File: src/rtl/timer_pkg.sv
// Shared types and defaults for the timer input path.
package timer_pkg;

  localparam int CLK_HZ_DEF        = 50_000_000;
  localparam int DEBOUNCE_MS_DEF   = 20;
  localparam int LONG_PRESS_MS_DEF = 1000;

  typedef enum logic [1:0] {
    SUPPRESS = 2'd0,
    IDLE     = 2'd1,
    PRESSED  = 2'd2,
    LONG     = 2'd3
  } key_state_t;

  // Milliseconds to clock cycles; divide first so 50 MHz * 1000 ms stays in 32 bits.
  function automatic int ms_to_cnt(input int clk_hz, input int ms);
    return clk_hz / 1000 * ms;
  endfunction

endpackage

File: src/rtl/debounce_sync.sv
// Two-flop synchroniser followed by a stability counter: the output follows the
// synchronised input only after it has differed from the output for CNT cycles.
module debounce_sync #(
  parameter int   CNT     = 20,
  parameter logic RST_VAL = 1'b0
) (
  input  logic clk,
  input  logic rst_n,
  input  logic din,
  output logic dout
);

  localparam int CW = $clog2(CNT + 1);

  logic          s1_q, s2_q;
  logic          stable_q, stable_d;
  logic [CW-1:0] cnt_q, cnt_d;

  // Metastability guard on the raw pin.
  always_ff @(posedge clk or negedge rst_n) begin
    if (!rst_n) begin
      s1_q <= 1'b0;
      s2_q <= 1'b0;
    end else begin
      s1_q <= din;
      s2_q <= s1_q;
    end
  end

  // Count consecutive mismatch cycles; any return to the stable value restarts.
  always_comb begin
    stable_d = stable_q;
    cnt_d    = '0;
    if (s2_q != stable_q) begin
      if (cnt_q == CW'(CNT - 1)) begin
        stable_d = s2_q;
        cnt_d    = '0;
      end else begin
        cnt_d = cnt_q + 1'b1;
      end
    end
  end

  // Debounce state registers.
  always_ff @(posedge clk or negedge rst_n) begin
    if (!rst_n) begin
      stable_q <= RST_VAL;
      cnt_q    <= '0;
    end else begin
      stable_q <= stable_d;
      cnt_q    <= cnt_d;
    end
  end

  assign dout = stable_q;

endmodule

File: src/rtl/key_event_conditioner.sv
// Turns raw KEY1 / SW0 into clean events for the timer core: short press toggles
// run/pause, long press clears, switch change pulses ModeChanged and stops the core.
module key_event_conditioner
  import timer_pkg::*;
#(
  parameter int CLK_HZ        = CLK_HZ_DEF,
  parameter int DEBOUNCE_MS   = DEBOUNCE_MS_DEF,
  parameter int LONG_PRESS_MS = LONG_PRESS_MS_DEF
) (
  input  logic CLK_50MHz,
  input  logic rst_n,
  input  logic KeyStartStop_n,
  input  logic SwModeSel,
  output logic StartStopPulse,
  output logic ClearPulse,
  output logic Running,
  output logic ModeSel,
  output logic ModeChanged
);

  localparam int DB_CNT = ms_to_cnt(CLK_HZ, DEBOUNCE_MS);
  localparam int LP_CNT = ms_to_cnt(CLK_HZ, LONG_PRESS_MS);
  localparam int HW     = $clog2(LP_CNT + 1);
  localparam int NUM_IN = 2;
  localparam int KEY    = 0;
  localparam int SW     = 1;

  logic [NUM_IN-1:0] raw, db;

  assign raw = {SwModeSel, KeyStartStop_n};

  // Both inputs reset to 0: the key reads as pressed until proven released,
  // which is what lets SUPPRESS swallow a key held through reset.
  for (genvar g = 0; g < NUM_IN; g++) begin : g_db
    debounce_sync #(
      .CNT     (DB_CNT),
      .RST_VAL (1'b0)
    ) u_db (
      .clk   (CLK_50MHz),
      .rst_n (rst_n),
      .din   (raw[g]),
      .dout  (db[g])
    );
  end

  logic key_rel;
  logic mode_edge;

  assign key_rel = db[KEY];

  key_state_t    state_q, state_d;
  logic [HW-1:0] hold_q, hold_d;
  logic          run_q, run_d;
  logic          ss_q, ss_d;
  logic          clr_q, clr_d;
  logic          msel_q, msel_d;
  logic          mchg_q, mchg_d;

  assign mode_edge = db[SW] ^ msel_q;

  // Key FSM, hold counter, run flag and mode edge; a mode change overrides
  // any key event landing in the same cycle.
  always_comb begin
    state_d = state_q;
    hold_d  = hold_q;
    run_d   = run_q;
    ss_d    = 1'b0;
    clr_d   = 1'b0;
    msel_d  = db[SW];
    mchg_d  = mode_edge;

    case (state_q)
      SUPPRESS: if (key_rel) state_d = IDLE;
      IDLE: begin
        if (!key_rel) begin
          state_d = PRESSED;
          hold_d  = '0;
        end
      end
      PRESSED: begin
        if (hold_q == HW'(LP_CNT - 1)) begin
          clr_d   = 1'b1;
          run_d   = 1'b0;
          state_d = LONG;
        end else if (key_rel) begin
          ss_d    = 1'b1;
          run_d   = ~run_q;
          state_d = IDLE;
        end else if (hold_q != HW'(LP_CNT)) begin
          hold_d = hold_q + 1'b1;
        end
      end
      LONG:     if (key_rel) state_d = IDLE;
      default:  state_d = SUPPRESS;
    endcase

    if (mode_edge) begin
      ss_d  = 1'b0;
      clr_d = 1'b0;
      run_d = 1'b0;
      if (state_q == PRESSED || state_q == LONG) state_d = SUPPRESS;
    end
  end

  // Registered state and outputs.
  always_ff @(posedge CLK_50MHz or negedge rst_n) begin
    if (!rst_n) begin
      state_q <= SUPPRESS;
      hold_q  <= '0;
      run_q   <= 1'b0;
      ss_q    <= 1'b0;
      clr_q   <= 1'b0;
      msel_q  <= 1'b0;
      mchg_q  <= 1'b0;
    end else begin
      state_q <= state_d;
      hold_q  <= hold_d;
      run_q   <= run_d;
      ss_q    <= ss_d;
      clr_q   <= clr_d;
      msel_q  <= msel_d;
      mchg_q  <= mchg_d;
    end
  end

  assign StartStopPulse = ss_q;
  assign ClearPulse     = clr_q;
  assign Running        = run_q;
  assign ModeSel        = msel_q;
  assign ModeChanged    = mchg_q;

endmodule

File: config.mk
export PLATFORM = sky130hd
export DESIGN_NAME = key_event_conditioner
export DESIGN_NICKNAME = d
export VERILOG_FILES = /design/src/rtl/timer_pkg.sv /design/src/rtl/debounce_sync.sv /design/src/rtl/key_event_conditioner.sv
export SDC_FILE = /design/constraint.sdc
export NUM_CORES = 1
export LEC_CHECK = 0
export CORE_ASPECT_RATIO = 2
export CORE_MARGIN = 2
export CORE_UTILIZATION = 63
export CTS_CLUSTER_SIZE = 28
export DETAILED_ROUTE_END_ITERATION = 7
export DONT_BUFFER_PORTS = 1
export GPL_TIMING_DRIVEN = 0
export PLACE_DENSITY = 0.77
export SYNTH_ARGS = -nofsm -noshare
export SYNTH_HDL_FRONTEND = slang
export SYNTH_SLANG_ARGS = --single-unit
File: constraint.sdc
create_clock -name CLK_50MHz -period 2.55 [get_ports CLK_50MHz]
set_input_delay 0.51 -clock CLK_50MHz [delete_from_list [all_inputs] [get_ports CLK_50MHz]]
set_output_delay 0.51 -clock CLK_50MHz [all_outputs]
set_load 0.05 [all_outputs]
==> summary.md, run 1 <==
| Metric | Value |
|---|---|
| Outcome | complete, no violations |
| Area Growth Syn to Fin | 10.1% |
| Synth Instances | 421 |
| Initial Util | 0.651 |
| Slew headroom | 0.557 |
| Clock buffer depth | 2 |
| Initial drt markers | 172 |
| Chip width | 61.1 um |
| Antenna violation net count after detailed routing | 0 |
| Die H | 118 um |
| Max FO, Critical Path | 10 |
| Register bit count reported by yosys | 79 |
| DP HPWL | 5950 um |
| Hold Fails Final Rpt | 0 |
| Final WS setup | 0.290 ns |
| Syn nets | 433 |
| Multi-input gate area | 2010 um2 |
| Synth top area cells | dfrtp_1 48%, xor2_1 6.0%, nor2_1 5.8% |
| Pre-CTS worst setup slack | 0.118 ns |
| Vias per inst | 6.06 |
| Area leader, netlist | dfrtp_1 |
| Hold Path Class | in -> async |
| Startpoint Class | flop |
| Row Count | 41 |
| Largest net degree at the start of global routing | 80 |
| Post-Route Setup TNS | 0 ns |
| MaxCap Viol Count | 0 |
| R2R Path End | hold_q[24]$_DFFE_PN0P_ |
| Top FF cell, synth | dfrtp_1 |
| Synthesized area | 4110 um2 |
| Filler cells | 501 |
| Clock insertion delay at the later pin of the skew report | 0.34 ns |
| Register Area | 1980 um2 |
| Final-report setup violation count | 0 |
| Wire length of the first global-routing pass | 14600 um |
| TritonRoute pass-1 iters | 5 |
| Die area | 7220 um2 |
| PortBufs | 0 |
| Grt ovf | 0 |
| Leakage power | 1.98 nW |
| Worst reg2reg path startpoint | state_q[0]$_DFF_PN0_ |
| Total CTS buffers | 9 |
| Clock sink count | 79 |
| Sequential area share after synthesis | 0.481 |
| Boundary Pins | 9 |
| Post-synth ARST share | 1.00 |
| R2R depth | 8 |
| Count of cell types in the netlist | 54 |
| CTS tree | yes |
| Layout cells sized above 1 | 0.103 |
| WP data arrival | 2.47 ns |
| GP Congestion | 0.923 |
| Core area | 6310 um2 |
| Clk slew on worst S/H paths | 0.06 ns |
| Fmax | 0.443 GHz |
| Cell Pwr Density | 556 nW/um2 |
| Vias | 3174 |
| ANT cells | 0 |
| Synthesized area per cell | 9.76 um2 |
| Residual DRC count | 0 |
| RSZ-0062 raised after global routing | false |
| Worst-margin pin slew | 0.659 ns |
| H-Tree Level Count | 3 |
| Tot GR Track Use | 0.269 |
| Drt wl/cell | 16.1 um |
| Root Driver | clkbuf_16 |
| Initial antenna violation count | 0 |
| Flop2flop setup slack | 0.29 ns |
| Worst path required time | 2.76 ns |
| Post-Route WL | 8450 um |
| Peak VDD IR | 486 uV |
| Setup Skew | 0.00519 ns |
| Synth Warn # | 0 |
| Number of global-route vias before repair | 3314 |
| Nets | 445 |
| Final Max Tran Viols | 0 |
| Crit path capture type | flop |
| Post-synth EDFFs | 0 |
| Setup Crit Path Kind | reg -> reg |
| Top cell type's share of synthesized area | 0.481 |
| Final worst path period need | 2.26 ns |
| Final Cycle Share | 0.886 |
==> report_power, final <==
group	internal, mW	switching [mW]
Clock	0.683	0.497
Combinational	0.0174	0.0416
Sequential	1.26	0.00994
==> state kept, by name (all words and copies together) (netlist names) <==
| register | count |
|---|---|
| ModeChanged | 1 |
| g_db.u_db.dout | 2 |
| ClearPulse | 1 |
| hold_q | 26 |
| ModeSel | 1 |
| state_q | 2 |
| g_db.u_db.s2_q | 2 |
| StartStopPulse | 1 |
| g_db.u_db.s1_q | 2 |
| Running | 1 |
| g_db.u_db.cnt_q | 40 |
==> stage by stage <==
stage	area [um2]	hold slack (ns)	power [mW]	util	std cells
floorplan	4110	0.214	1.32	-	421
global placement	4220	0.216	1.33	0.668	507
detailed placement	4220	0.216	1.33	0.668	507
CTS	4520	0.0696	2.55	0.716	524
global route	4530	0.0762	2.61	0.717	524
finish	4530	0.0300	2.51	0.717	524
==> routing by layer <==
layer  vias up  global-route usage  wire length (um)  part of all wire
li1       1515                   -                 -                 -
met1      1562               0.300              3270              0.39
met2        68               0.442              4570              0.54
met3        29              0.0646               273             0.032
met4         0               0.154               342             0.040
met5         -                   0                 0                 0
==> area by class of cell <==
cell class,count,share of cell area
multi-input combinational,318,0.444
clock inverter,5,0.00746
buffer,14,0.0202
clock buffer,11,0.0536
timing repair buffer,1,0.00608
tap,86,0.0238
inverter,10,0.00829
sequential,79,0.437
==> layout by cell type (no fill, tap or decap), types with 2 or more instances in the layout <==
cell,n
clkinvlp_4,2
nand3_1,25
o21ai_0,15
or3_1,7
clkbuf_1,6
buf_4,5
nand2b_1,3
nand4b_1,3
xnor2_1,19
o31ai_1,2
buf_6,2
nand2_1,30
ha_1,8
mux2i_1,2
and3_2,2
nand3b_1,2
clkinv_2,2
xor2_1,28
o21bai_1,2
nand4_1,19
nor4_1,9
and2_1,4
mux2_2,2
nor4b_1,3
a21oi_1,16
nor4b_2,2
or3_2,3
dfrtp_1,79
nor2_1,63
clkbuf_16,9
and3_1,11
inv_1,10
nor3_1,10
or4_1,3
and4_1,5
==> how the worst max path moves through the flow <==
stage                                    start                     end  slack [ns]  cells past startpoint
after floorplan           state_q[0]$_DFF_PN0_  hold_q[17]$_DFFE_PN0P_        0.69                      7
after global placement    state_q[0]$_DFF_PN0_  hold_q[20]$_DFFE_PN0P_        0.15                      7
after detailed placement  state_q[0]$_DFF_PN0_  hold_q[25]$_DFFE_PN0P_        0.12                      7
after CTS                 state_q[0]$_DFF_PN0_  hold_q[25]$_DFFE_PN0P_         0.1                      7
after global routing      state_q[0]$_DFF_PN0_  hold_q[24]$_DFFE_PN0P_         0.1                      8
final                     state_q[0]$_DFF_PN0_  hold_q[24]$_DFFE_PN0P_        0.29                      8
==> repair_timing <==
action | in CTS | in global routing
buffers inserted | 0 | 0
endpoints found under the setup margin | 0 | 10
endpoints found under the hold margin | 79 | 0
hold buffers | 1 | 0
gates resized for setup | 0 | 1
==> worst max-delay path: stages (launching register included) <==
cell	delay, ns
dfrtp_1	0.44
inv_1	0.08
ha_1	0.19
clkbuf_1	0.37
o21bai_1	0.26
nor4_1	0.40
nand4_1	0.17
xor2_1	0.16
nor2_1	0.05
==> cell families after synthesis <==
| family | after synthesis | synth area share |
|---|---|---|
| and+or+nand+nor | 213 | 0.283 |
| xor gates and xnor gates | 47 | 0.100 |
| AOI/OAI and AO/OA | 46 | 0.0697 |
| buffers and inverters | 24 | 0.0314 |
| adders and majority gates | 8 | 0.0244 |
| muxes | 4 | 0.0104 |
| DFF | 79 | 0.481 |
==> cells in the mapped netlist, drive strengths merged, types with 3 or more instances <==
| master | instances |
|---|---|
| a21oi | 16 |
| and2 | 5 |
| and3 | 13 |
| and4 | 6 |
| buf | 8 |
| clkbuf | 6 |
| dfrtp | 79 |
| ha | 8 |
| inv | 10 |
| nand2 | 30 |
| nand2b | 3 |
| nand3 | 25 |
| nand4 | 20 |
| nand4b | 4 |
| nor2 | 63 |
| nor3 | 10 |
| nor4 | 9 |
| nor4b | 5 |
| o21ai | 16 |
| or3 | 11 |
| or4 | 3 |
| xnor2 | 19 |
| xor2 | 28 |
Note: power is estimated with default switching activity, not from simulation.
==> inputs of run 2 (changes only) <==
- CORE_MARGIN: 2 -> 3
- GPL_TIMING_DRIVEN: 0 -> unset
- SKIP_CTS_REPAIR_TIMING: unset -> 1
==> run 2 against run 1 <==
  * Utilization down 0.14 points
  * Design area is 0.19% lower
  * Clock power increased by 14%
  * Combinational power decreased by 6.4%
  * Clock skew barely moved
  * Worst setup slack gained 0.13 ns
  * First-iteration DRC count is 41% higher
  * Hold slack better by 0.035 ns
  * Via count fell by 1.6%
  * Cell count fell by 1.5%
  * Count of clock-buffer cells in the layout shrank 1
  * Critical endpoint is now hold_q[22]$_DFFE_PN0P_
  * Power up 6.3%
==> summary.md, run 2 (same netlist as run 1, synthesis figures left out) <==
| Metric | Value |
|---|---|
| Die H | 120 um (+1.7%) |
| Residual DRC count | 0 (unchanged) |
| DP HPWL | 5910 um (-0.79%) |
| Setup Crit Path Kind | reg -> reg |
| PortBufs | 0 (unchanged) |
| Boundary Pins | 9 (unchanged) |
| RSZ-0062 raised after global routing | false |
| WP data arrival | 2.35 ns (-0.12 ns) |
| Max FO, Critical Path | 12 (+2) |
| Peak VDD IR | 514 uV (+5.8%) |
| Biggest registers after layout | g_db.u_db.cnt_q (40), hold_q (26) |
| Clk pwr share | 0.503 (+0.034) |
| Area Growth Syn to Fin | 9.93% |
| Fmax | 0.470 GHz (+6.3%) |
| Startpoint Class | flop |
| Flop pwr share | 0.477 (-0.030) |
| Row Count | 41 (unchanged) |
| Commonest cells after routing, fill and taps aside | 79 x dfrtp_1, 63 x nor2_1, 30 x nand2_1 |
| Cell Pwr Density | 592 nW/um2 (+6.5%) |
| ANT cells | 0 (unchanged) |
| Sw Ratio | 0.202 (-0.0165) |
| Filler cells | 478 (-4.6%) |
| Post-Route Utilization | 0.716 (-0.00139) |
| Layout cells sized above 1 | 0.0977 (-0.00507) |
| Initial drt markers | 243 (+41%) |
| Clock sink count | 79 (unchanged) |
| TritonRoute pass-1 iters | 4 (-1) |
| Switching pwr | 0.540 mW (-1.7%) |
| Slew headroom | 0.528 (-0.0293) |
| Max reg flops | 40 (unchanged) |
| Final worst path period need | 2.13 ns (-0.134 ns) |
| Worst-margin pin slew | 0.703 ns (+0.0436 ns) |
| Drt wl/cell | 16.3 um (+1.3%) |
| Hold Fails Final Rpt | 0 (unchanged) |
| Wire length of the first global-routing pass | 14400 um (-1.3%) |
| Combinational power share | 0.021 (-0.002) |
| Die area | 7590 um2 (+5.0%) |
| Post-Route WL | 8430 um (-0.22%) |
| Core area | 6310 um2 (unchanged) |
| Vias per inst | 6.05 (about the same) |
| Clock buffer depth | 2 (unchanged) |
| Nets | 437 (-1.8%) |
| H-Tree Level Count | 3 (unchanged) |
| Initial antenna violation count | 0 (unchanged) |
| Post-Route Setup TNS | 0 ns (unchanged) |
| Final WS setup | 0.424 ns (+0.134 ns) |
| Outcome | complete, no violations |
| Clk slew on worst S/H paths | 0.06 ns (about the same) |
| Largest net degree at the start of global routing | 80 (unchanged) |
| Total CTS buffers | 9 (unchanged) |
| Root Driver | clkbuf_16 |
| Pre-CTS worst setup slack | 0.439 ns (+0.321 ns) |
| Chip width | 63.1 um (+3.3%) |
| Crit path capture type | flop |
| GP Congestion | 0.870 (-5.7%) |
| Final-report setup violation count | 0 (unchanged) |
| Number of global-route vias before repair | 3211 (-3.1%) |
| Leakage power | 1.97 nW (-0.32%) |
| Commonest non-fill, non-tap cell in the layout | dfrtp_1 |
| Worst path required time | 2.77 ns (about the same) |
| Vias | 3123 (-1.6%) |
| Setup Skew | 0.00550 ns (+0.000317 ns) |
| CP Launch Point | state_q[0]$_DFF_PN0_ |
| Clock insertion delay at the later pin of the skew report | 0.33 ns (about the same) |
| CTS tree | yes |
| MaxCap Viol Count | 0 (unchanged) |
| Worst reg2reg path startpoint | state_q[0]$_DFF_PN0_ |
| Final Max Tran Viols | 0 (unchanged) |
| Most flops, register | g_db.u_db.cnt_q |
| Final Cycle Share | 0.834 (-0.0525) |
| Hold Path Class | in -> async |
| Initial Util | 0.651 (unchanged) |
| Internal | 2.13 mW (+8.6%) |
| Grt ovf | 0 (unchanged) |
| Antenna violation net count after detailed routing | 0 (unchanged) |
| Tot GR Track Use | 0.243 (-0.0258) |
## run 2: changes by cell type in the layout (fill, tap and decap cells not counted)
cell / previous run / this run
clkinv_4: 1 / 0
clkbuf_4: 1 / 0
clkbuf_1: 6 / 1
buf_6: 2 / 0
bufinv_16: 0 / 2
buf_4: 5 / 6
buf_2: 1 / 0
clkbuf_8: 1 / 0
## run 2: layout make-up
class / instances / area, um2 / area share
clock buffer: 10 / 229 / 0.0507
inverter: 10 / 37.5 / 0.00831
multi-input combinational: 318 / 2010 / 0.445
timing repair buffer: 7 / 72.6 / 0.0161
sequential: 79 / 1980 / 0.438
tap: 86 / 108 / 0.0238
clock inverter: 6 / 85.1 / 0.0188
## run 2: power by group through the flow
stage	sequential (mW)	combinational [mW]	clock, mW
global placement	1.30	0.0281	0
CTS	1.27	0.0292	1.37
finish	1.27	0.0552	1.34
detailed placement	1.30	0.0292	0
global route	1.28	0.0661	1.43
floorplan	1.29	0.0256	0
## run 2: metal layers
metal | vias to the layer above | track usage | share of wire
met4 | 0 | 0.166 | 0.048
met2 | 66 | 0.433 | 0.55
met5 | - | 0 | 0
met1 | 1527 | 0.249 | 0.38
li1 | 1496 | - | -
met3 | 34 | 0.0493 | 0.025
## run 2: final timing paths
check / cells after the start / slack [ns] / endpoint
worst min-delay path: 1 / 0.07 / hold_q[8]$_DFFE_PN0P_
worst min register to register: 0 / 0.35 / g_db[1].u_db.s2_q$_DFF_PN0_
worst max register to register: 7 / 0.42 / hold_q[22]$_DFFE_PN0P_
max in group asynchronous: 1 / 2.17 / hold_q[21]$_DFFE_PN0P_
min in group CLK_50MHz: 0 / 0.20 / g_db[1].u_db.s1_q$_DFF_PN0_
worst max-delay path: 7 / 0.42 / hold_q[22]$_DFFE_PN0P_
## run 2: per-stage QoR
stage	power [mW]	hold WS (ns)	instances	instance area, um2
after global routing	2.77	0.0890	516	4520
final	2.67	0.0652	516	4520
after CTS	2.68	-0.144	515	4490
after global placement	1.32	0.217	499	4180
after floorplan	1.32	0.214	421	4110
after detailed placement	1.33	0.216	499	4180
## run 2: critical path: stages, from the launching register on
cell and delay [ns]:
dfrtp_1 0.44, inv_1 0.09, ha_1 0.38, o21ba_2 0.20, nand2_1 0.18, nor4_1 0.39
a21oi_1 0.12, a31o_2 0.22
==> inputs of run 3 (changes only) <==
- CORE_UTILIZATION: 63 -> 57
- PLACE_DENSITY: 0.77 -> 0.73
- clock period: 2.55 -> 1.9 ns (I/O delays scaled with it)
==> run 3 against run 2 <==
  * The run now ends with negative hold slack left
  * Global-route usage shrank 0.44 points
  * Utilization shrank 1.2 points
  * Sequential power increased by 35%
  * Largest cell class unchanged
  * Largest power group is now sequential cells
==> summary.md, run 3 (same netlist as run 1, synthesis figures left out) <==
| Metric | Value |
|---|---|
| Tot GR Track Use | 0.239 (-0.00444) |
| Register Area | 1980 um2 (about the same) |
| Worst reg2reg path startpoint | state_q[1]$_DFF_PN0_ |
| Nets | 479 (+9.6%) |
| M2 GR Usage | 0.434 (about the same) |
| Clock sink count | 79 (unchanged) |
| Commonest non-fill, non-tap cell in the layout | dfrtp_1 |
| H-Tree Level Count | 3 (unchanged) |
| CTS tree | yes |
| Layout cells sized above 1 | 0.196 (+0.0985) |
| MaxCap Viol Count | 0 (unchanged) |
| Met3 usage in global routing | 0.0384 (-0.0109) |
| Clk slew on worst S/H paths | 0.05 ns (about the same) |
| Hold Fails Final Rpt | 79 (+79) |
| Boundary Pins | 9 (unchanged) |
| Chip width | 66.0 um (+4.6%) |
| Most flops, register | g_db.u_db.cnt_q |
| ANT cells | 0 (unchanged) |
| Met1 GRT Util | 0.245 (-0.00378) |
| Crit path capture type | flop |
| Total chip power | 3.46 mW (+29%) |
| Vias per inst | 5.93 (-2.0%) |
| Peak VDD IR | 602 uV (+17%) |
| Post-Route Setup TNS | 0 ns (unchanged) |
| Final worst path period need | 1.84 ns (-0.291 ns) |
| Core area | 6990 um2 (+11%) |
| Drt wl/cell | 16.6 um (+1.8%) |
| Hold Path Class | in -> async |
| Residual DRC count | 0 (unchanged) |
| Root Driver | clkbuf_16 |
| R2R depth | 8 (+1) |
| Antenna violation net count after detailed routing | 0 (unchanged) |
| Final Cycle Share | 0.966 (+0.132) |
| DP HPWL | 6400 um (+8.4%) |
| Grt ovf | 0 (unchanged) |
| Final-report setup violation count | 0 (unchanged) |
| Final Max Tran Viols | 0 (unchanged) |
| Row Count | 43 (+4.9%) |
| Largest net degree at the start of global routing | 80 (unchanged) |
| Setup Crit Path Kind | reg -> reg |
| Leakage power | 2.22 nW (+12%) |
| Clock insertion delay at the later pin of the skew report | 0.34 ns (about the same) |
| Initial antenna violation count | 0 (unchanged) |
| GP Congestion | 0.922 (+5.9%) |
| WP data arrival | 2.06 ns (-0.29 ns) |
| Area Growth Syn to Fin | 19.8% |
| Wire length of the first global-routing pass | 15100 um (+5.2%) |
| R2R Path End | hold_q[23]$_DFFE_PN0P_ |
| Violated checks | negative hold slack |
| Commonest cells after routing, fill and taps aside | 78 x dfrtp_1, 63 x nor2_1, 43 x buf_4 |
| Max FO, Critical Path | 6 (-6) |
| Filler cells | 534 (+12%) |
| Multi-input gate area | 2080 um2 (+3.5%) |
| Die H | 126 um (+4.9%) |
| Worst-margin pin slew | 0.535 ns (-0.168 ns) |
| Clock buffer depth | 2 (unchanged) |
| Worst path required time | 2.13 ns (-0.64 ns) |
| Number of global-route vias before repair | 3322 (+3.5%) |
| Total CTS buffers | 9 (unchanged) |
| Fmax | 0.545 GHz (+16%) |
| TritonRoute pass-1 iters | 4 (unchanged) |
| Most Crowded Layer GR | met2 |
| Setup Skew | 0.00683 ns (+0.00133 ns) |
| Biggest registers after layout | g_db.u_db.cnt_q (40), hold_q (26) |
| Vias | 3315 (+6.1%) |
| WHS | -0.264 ns (-0.330 ns) |
| Cell Pwr Density | 703 nW/um2 (+19%) |
| Initial Util | 0.587 (-0.0637) |
| Die area | 8330 um2 (+9.7%) |
| Flop2flop setup slack | 0.06 ns (-0.36 ns) |
| PortBufs | 0 (unchanged) |
| Initial drt markers | 262 (+7.8%) |
| Post-Route WL | 9290 um (+10%) |
| Outcome | finished, violations left |
| Slew headroom | 0.644 (+0.116) |
| Max reg flops | 40 (unchanged) |
| Startpoint Class | flop |
run 3: worst max path at each step:
stage / from / to / cells past startpoint
6_report: state_q[1]$_DFF_PN0_ / hold_q[23]$_DFFE_PN0P_ / 8
5_1_grt: state_q[0]$_DFF_PN0_ / hold_q[23]$_DFFE_PN0P_ / 8
4_1_cts: g_db[1].u_db.cnt_q[0]$_DFF_PN0_ / g_db[1].u_db.cnt_q[14]$_DFF_PN0_ / 8
3_5_place_dp: g_db[1].u_db.cnt_q[0]$_DFF_PN0_ / g_db[1].u_db.cnt_q[11]$_DFF_PN0_ / 8
3_3_place_gp: g_db[1].u_db.cnt_q[0]$_DFF_PN0_ / g_db[1].u_db.cnt_q[18]$_DFF_PN0_ / 8
2_1_floorplan: state_q[0]$_DFF_PN0_ / hold_q[17]$_DFFE_PN0P_ / 7
run 3: layout make-up:
type / count / area share
Multi-Input combinational cell: 318 / 0.422
Clock inverter: 1 / 0.00610
Inverter: 10 / 0.00762
Clock buffer: 12 / 0.0521
Tap cell: 90 / 0.0229
Timing Repair Buffer: 49 / 0.0874
Sequential cell: 79 / 0.402
run 3: stage by stage:
stage | util | std cells | cell area (um2) | setup WS, ns
after floorplan | - | 421 | 4110 | 0.0396
after global placement | 0.644 | 541 | 4500 | -0.00877
after detailed placement | 0.644 | 541 | 4500 | -0.00709
after CTS | 0.685 | 554 | 4790 | -0.0256
after global routing | 0.704 | 559 | 4920 | -0.00538
final | 0.704 | 559 | 4920 | 0.0648
run 3: worst max-delay path, stage by stage, from the launching register on:
cell	delay [ns]
dfrtp_1	0.41
inv_1	0.09
ha_2	0.19
o21ba_2	0.18
nand2_1	0.14
buf_4	0.19
nor4_1	0.30
xnor2_1	0.16
nor2_1	0.05
run 3: layer usage:
metal	up-vias	wire, um
li1	1572	-
met2	74	5290
met4	0	346
met1	1645	3360
met5	-	0
met3	24	292
run 3: power breakdown:
part	internal (mW)	switching, mW	total [mW]	leakage (nW)
clock network	1.07	0.620	1.69	0.141
registers	1.70	0.0107	1.71	1.09
logic	0.0342	0.0318	0.0661	0.988
